`src/rtl/dn_streamer_if.sv`:
```
`default_nettype none
// ============================================================================
// Module   : dn_streamer_if
// Brief    : Byte-stream input and ROM download output bundle of dn_streamer.
// Revision : 1.0  initial release
// ============================================================================
interface dn_streamer_if #(
   parameter int ADDR_W = 14
);
   logic              s_valid;
   logic [7:0]        s_data;
   logic              s_ready;
   logic [ADDR_W-1:0] dn_addr;
   logic [7:0]        dn_data;
   logic              dn_wr;
   logic [7:0]        dn_index;
   logic              dn_download;
   logic              done;
   logic              err;

   // master: the streamer itself; slave: upstream source plus ROM consumers
   modport master (
      input  s_valid, s_data,
      output s_ready, dn_addr, dn_data, dn_wr, dn_index, dn_download, done, err
   );
   modport slave (
      output s_valid, s_data,
      input  s_ready, dn_addr, dn_data, dn_wr, dn_index, dn_download, done, err
   );
endinterface
`default_nettype wire

```
`src/rtl/dn_streamer.sv`:
```
`default_nettype none
// ============================================================================
// Module   : dn_streamer
// Brief    : Decodes a framed byte stream into dn_wr strobes with checksum.
// Revision : 1.0  initial release
// ============================================================================
module dn_streamer #(
   parameter int ADDR_W = 14,
   parameter int WR_GAP = 0
) (
   input  wire logic clk_sys,
   input  wire logic reset,
   dn_streamer_if.master bus
);
   localparam int c_GAP_W = (WR_GAP < 2) ? 1 : $clog2(WR_GAP);
   localparam logic [c_GAP_W-1:0] c_GAP_LOAD = c_GAP_W'((WR_GAP > 0) ? (WR_GAP - 1) : 0);

   typedef enum logic [2:0] {
      S_IDLE = 3'd0,
      S_A_LO = 3'd1,
      S_A_HI = 3'd2,
      S_L_LO = 3'd3,
      S_L_HI = 3'd4,
      S_DATA = 3'd5,
      S_GAP  = 3'd6,
      S_CSUM = 3'd7
   } state_t;

   state_t            r_state;
   logic              r_ready;
   logic [7:0]        r_lo;
   logic [ADDR_W-1:0] r_addr;
   logic [ADDR_W-1:0] r_dn_addr;
   logic [7:0]        r_dn_data;
   logic [7:0]        r_index;
   logic [7:0]        r_sum;
   logic [16:0]       r_cnt;
   logic [c_GAP_W-1:0] r_gap;
   logic              r_wr;
   logic              r_dl;
   logic              r_done;
   logic              r_err;

   logic              w_accept;
   logic [15:0]       w_hdr;
   logic              w_last;

   assign w_accept = bus.s_valid && r_ready;
   assign w_hdr    = {bus.s_data, r_lo};
   assign w_last   = (r_cnt == 17'd1);

   always_ff @(posedge clk_sys) begin
      if (reset) begin
         r_state   <= S_IDLE;
         r_ready   <= 1'b0;
         r_lo      <= '0;
         r_addr    <= '0;
         r_dn_addr <= '0;
         r_dn_data <= '0;
         r_index   <= '0;
         r_sum     <= '0;
         r_cnt     <= '0;
         r_gap     <= '0;
         r_wr      <= 1'b0;
         r_dl      <= 1'b0;
         r_done    <= 1'b0;
         r_err     <= 1'b0;
      end else begin
         r_wr    <= 1'b0;
         r_done  <= 1'b0;
         r_ready <= 1'b1;
         case (r_state)
            S_IDLE: if (w_accept) begin
               r_index <= bus.s_data;
               r_err   <= 1'b0;
               r_dl    <= 1'b1;
               r_sum   <= '0;
               r_state <= S_A_LO;
            end
            S_A_LO: if (w_accept) begin
               r_lo    <= bus.s_data;
               r_state <= S_A_HI;
            end
            S_A_HI: if (w_accept) begin
               // header address bits above ADDR_W are dropped here
               r_addr  <= ADDR_W'(w_hdr);
               r_state <= S_L_LO;
            end
            S_L_LO: if (w_accept) begin
               r_lo    <= bus.s_data;
               r_state <= S_L_HI;
            end
            S_L_HI: if (w_accept) begin
               r_cnt   <= {1'b0, w_hdr} + 17'd1;
               r_state <= S_DATA;
            end
            S_DATA: if (w_accept) begin
               r_wr      <= 1'b1;
               r_dn_data <= bus.s_data;
               r_dn_addr <= r_addr;
               r_addr    <= r_addr + ADDR_W'(1);
               r_sum     <= r_sum + bus.s_data;
               r_cnt     <= r_cnt - 17'd1;
               if (WR_GAP > 0) begin
                  r_state <= S_GAP;
                  r_ready <= 1'b0;
                  r_gap   <= c_GAP_LOAD;
               end else if (w_last) begin
                  r_state <= S_CSUM;
               end
            end
            S_GAP: begin
               // r_cnt was already decremented for the byte that opened the gap
               if (r_gap == '0) begin
                  r_state <= (r_cnt == 17'd0) ? S_CSUM : S_DATA;
               end else begin
                  r_gap   <= r_gap - c_GAP_W'(1);
                  r_ready <= 1'b0;
               end
            end
            S_CSUM: if (w_accept) begin
               r_done  <= 1'b1;
               r_dl    <= 1'b0;
               r_err   <= (bus.s_data != r_sum);
               r_state <= S_IDLE;
            end
            default: r_state <= S_IDLE;
         endcase
      end
   end

   assign bus.s_ready     = r_ready;
   assign bus.dn_addr     = r_dn_addr;
   assign bus.dn_data     = r_dn_data;
   assign bus.dn_wr       = r_wr;
   assign bus.dn_index    = r_index;
   assign bus.dn_download = r_dl;
   assign bus.done        = r_done;
   assign bus.err         = r_err;
endmodule
`default_nettype wire

```
`src/flat_wrapper.sv`:
```
// flat-port wrapper written by rule: the top's interface ports become plain ports
module dn_streamer_flat 
#(
   parameter int ADDR_W = 14,
   parameter int WR_GAP = 0
)
  (clk_sys, reset, bus_s_valid, bus_s_data, bus_s_ready, bus_dn_addr, bus_dn_data, bus_dn_wr, bus_dn_index, bus_dn_download, bus_done, bus_err);
  dn_streamer_if #(.ADDR_W(ADDR_W)) bus_i ();
  input  wire logic clk_sys;
  input  wire logic reset;
  input wire logic [$bits(bus_i.s_valid)-1:0] bus_s_valid;
  input wire logic [$bits(bus_i.s_data)-1:0] bus_s_data;
  output wire logic [$bits(bus_i.s_ready)-1:0] bus_s_ready;
  output wire logic [$bits(bus_i.dn_addr)-1:0] bus_dn_addr;
  output wire logic [$bits(bus_i.dn_data)-1:0] bus_dn_data;
  output wire logic [$bits(bus_i.dn_wr)-1:0] bus_dn_wr;
  output wire logic [$bits(bus_i.dn_index)-1:0] bus_dn_index;
  output wire logic [$bits(bus_i.dn_download)-1:0] bus_dn_download;
  output wire logic [$bits(bus_i.done)-1:0] bus_done;
  output wire logic [$bits(bus_i.err)-1:0] bus_err;
  assign bus_i.s_valid = bus_s_valid;
  assign bus_i.s_data = bus_s_data;
  assign bus_s_ready = bus_i.s_ready;
  assign bus_dn_addr = bus_i.dn_addr;
  assign bus_dn_data = bus_i.dn_data;
  assign bus_dn_wr = bus_i.dn_wr;
  assign bus_dn_index = bus_i.dn_index;
  assign bus_dn_download = bus_i.dn_download;
  assign bus_done = bus_i.done;
  assign bus_err = bus_i.err;
  dn_streamer #(.ADDR_W(ADDR_W), .WR_GAP(WR_GAP)) u_core (.clk_sys(clk_sys), .reset(reset), .bus(bus_i));
endmodule
```
`config.mk`:
```
export PLATFORM = sky130hd
export DESIGN_NAME = dn_streamer_flat
export DESIGN_NICKNAME = d
export VERILOG_FILES = /design/src/rtl/dn_streamer_if.sv /design/src/rtl/dn_streamer.sv /design/src/flat_wrapper.sv
export SDC_FILE = /design/constraint.sdc
export NUM_CORES = 1
export LEC_CHECK = 0
export ABC_AREA = 1
export BUFFER_PORTS_ARGS = -buffer_cell sky130_fd_sc_hd__clkbuf_2
export CAP_MARGIN = 20
export CORE_ASPECT_RATIO = 0.5
export CORE_MARGIN = 5
export CORE_UTILIZATION = 63
export DETAILED_ROUTE_END_ITERATION = 8
export PLACE_DENSITY = 0.84
export SYNTH_ARGS = -nofsm -noshare
export SYNTH_HDL_FRONTEND = slang
export SYNTH_SLANG_ARGS = --single-unit
```
`constraint.sdc`:
```
create_clock -name clk_sys -period 3.9 [get_ports clk_sys]
set_input_delay 0.195 -clock clk_sys [delete_from_list [all_inputs] [get_ports clk_sys]]
set_output_delay 0.195 -clock clk_sys [all_outputs]
set_load 0.02 [all_outputs]
```
==> run metrics <==
clock skew=roughly 0.0071 ns; vias per cell=roughly 5.7; Power Total=around 1.9 mW; Sw Pwr=488 uW; Avg Cell Area, Syn=6.74 um2; CP Cell Sequence=nand3_4, nor2_4, inv_2, nand2_1, inv_1, nand2_1, a21oi_1; Leak=2.31 nW; antenna violations before repair=0; Critical Path RT=between 4 and 5 ns; WHS=between 0.2 and 0.25 ns; design area=roughly 0.0052 mm2; RePlAce Congestion=0.922; drt total wl=roughly 13000 um; post-route ant nets=0; die extent in x=132 um; number of global-route vias before repair=4186; Synth Cell Area=between 0.004 and 0.005 mm2; setup_tns=0 ns; status=completed; Internal Power=around 1.4 mW; Synth Warn #=0; CP max FO=44; placed inst area=0.00485 mm2; commonest non-fill, non-tap cell in the layout=nand2_1; largest net degree at the start of global routing=45; largest stage delay on the critical path=between 0.8 and 0.9 ns; #FFs+latches synth=85; Port-buffer cells=45; Final Max Slew Viols=0; Clk pin slew, worst setup/hold paths=around 0.070 ns; hold buffer count at CTS=0; fin util=71.2%; switching share of total power=25.4%; Logic pwr share=about 7.3%; Max Cap Viol=0; worst path bufs/invs=2; Crit path max-delay family=simple AND/OR/NAND/NOR gates; Ant. Diodes=0; CP arrival=~2.7 ns; multi-input logic area=between 0.002 and 0.003 mm2; HPWL Detailed=approximately 8600 um; CTS tree=done; area grow syn2layout=11.2%; critical path's most frequent cell=nand2_1; clock root cell=clkbuf_16; Rel. slew slack=42.7%; Synth Net Count=about 700; Initial Utilization=approximately 64%; num ports=46; Peak supply drop=approximately 0.26 mV; Sequential Power Share=46.9%; total CTS buffers=9; highest clock rate=about 0.4 GHz; Gates resized, CTS repair=0; via count=between 4000 and 5000; H-tree levels=3; DRT iter0 DRCs=~530; RSZ-0062 raised after global routing=false; period utilization=about 64%; Die Ht=between 70 and 80 um; Fin. Hold Viols=0; Tmin final=approximately 2.5 ns; Post-route DRC=0; drt pass-1 iters=5; HP Class=in2reg; clock latency on the worst-skew pair=0.35 ns; WL/cell=approximately 15 um; crit path kind=reg2reg; grt total ovfl=0; Power Density=around 370 mW/mm2; clock tree buffer depth=2; # setup viols final=0; Slowest cell on crit path=nor2_4; cells after synthesis=690; standard-cell rows=22; Critical Path End Type=register; first-pass GRT wire length=~20000 um; register area=around 0.0017 mm2; Tot GR Track Use=between 20% and 30%; Unique masters post-synth=38; # clock sinks=85; Core Region=~0.0073 mm2; post-CTS setup buffers=0; Worst-Margin Slew=between 0.8 and 0.9 ns; startpoint types=register; most frequent cells in the layout=nand2_1 (154), dfxtp_1 (85), a21oi_1 (82); fraction of final layout cells with drive strength greater than 1=11.4%; Seq/Total Area, Yosys=a little over a third; clock share of power=a little under half; die area=~0.0093 mm2; R2R setup slack=between 1 and 1.5 ns; Post-layout nets=746; fill cell count=625
## cell families after synthesis
kind of cell	share of synthesized area [%]
simple gates	30.2
compound gates	19.3
buf+inv	8.85
flops	36.6
fa+ha+maj	3.66
xor+xnor	1.51
## sequential cells by signal, summed over array words and instances, names as in the netlist
signal and cells:
u_core.r_cnt 17, u_core.bus.dn_addr 14, u_core.r_addr 14, u_core.bus.dn_data 8, u_core.bus.dn_index 8, u_core.r_lo 8, u_core.r_sum 8, u_core.r_state 3
u_core.bus.dn_download 1, u_core.bus.dn_wr 1, u_core.bus.done 1, u_core.bus.err 1, u_core.bus.s_ready 1
## path summary, 6_finish.rpt
path,start,endpoint,cells after the start
hold / removal,reset,u_core.bus.dn_data[7],4
setup reg to reg,u_core.r_state[2],u_core.r_sum[7],7
setup / recovery,u_core.r_state[2],u_core.r_sum[7],7
hold reg to reg,u_core.bus.dn_download,u_core.bus.dn_download,2
## power by group through the flow
stage	sequential, mW	combinational, mW	clock [mW]
floorplan	0.924	0.0800	0
global placement	0.917	0.131	0
detailed placement	0.917	0.132	0
CTS	0.898	0.134	0.882
global route	0.900	0.153	0.927
finish	0.899	0.140	0.878
## layer usage
metal / vias up / wire length [um] / global-route usage, %
met1: 2129 / 5720 / 37.2
li1: 2369 / - / -
met2: 197 / 5530 / 41.0
met5: - / 0 / 0
met4: 0 / 193 / 7.18
met3: 21 / 1080 / 7.74
## worst reg2reg max path: stages, from the launching register on
cell     delay [ns]
dfxtp_1        0.52
nand3_4        0.44
nor2_4         0.82
inv_2          0.20
nand2_1        0.14
inv_1          0.13
nand2_1        0.08
a21oi_1        0.06
## synthesized netlist by cell type (all sizes together)
master    n  area (um2)
a211oi    1        7.51
a21boi    1        7.51
a21o      1        7.51
a21oi    84         428
a31oi     3        18.8
buf      19         136
clkbuf    8        30.0
clkinv    1        8.76
dfxtp    85        1700
fa        1        20.0
ha       12         150
inv      63         236
nand2   156         591
nand3    62         323
nand3b    2        15.0
nand4    16         106
nor2     73         287
nor3      7        57.6
nor4      1        6.26
o21ai    82         414
o22ai     1        12.5
or2       3        18.8
xnor2     3        26.3
xor2      5        43.8
## area by class of cell
cell class / instances / area share [%]
repair buffers: 48 / 5.17
inverters: 64 / 4.74
multi-input cells: 514 / 49.1
flip-flops and latches: 85 / 32.9
clock inverters: 6 / 1.38
clock buffers: 10 / 4.42
well taps: 96 / 2.32
## through the flow
| stage | std cells | setup slack, ns |
|---|---|---|
| 2_1_floorplan | 690 | 2.43 |
| 3_3_place_gp | 806 | 1.55 |
| 3_5_place_dp | 806 | 1.44 |
| 4_1_cts | 822 | 1.43 |
| 5_1_grt | 823 | 1.19 |
| 6_report | 823 | 1.39 |
Note: power is estimated with default switching activity, not from simulation.
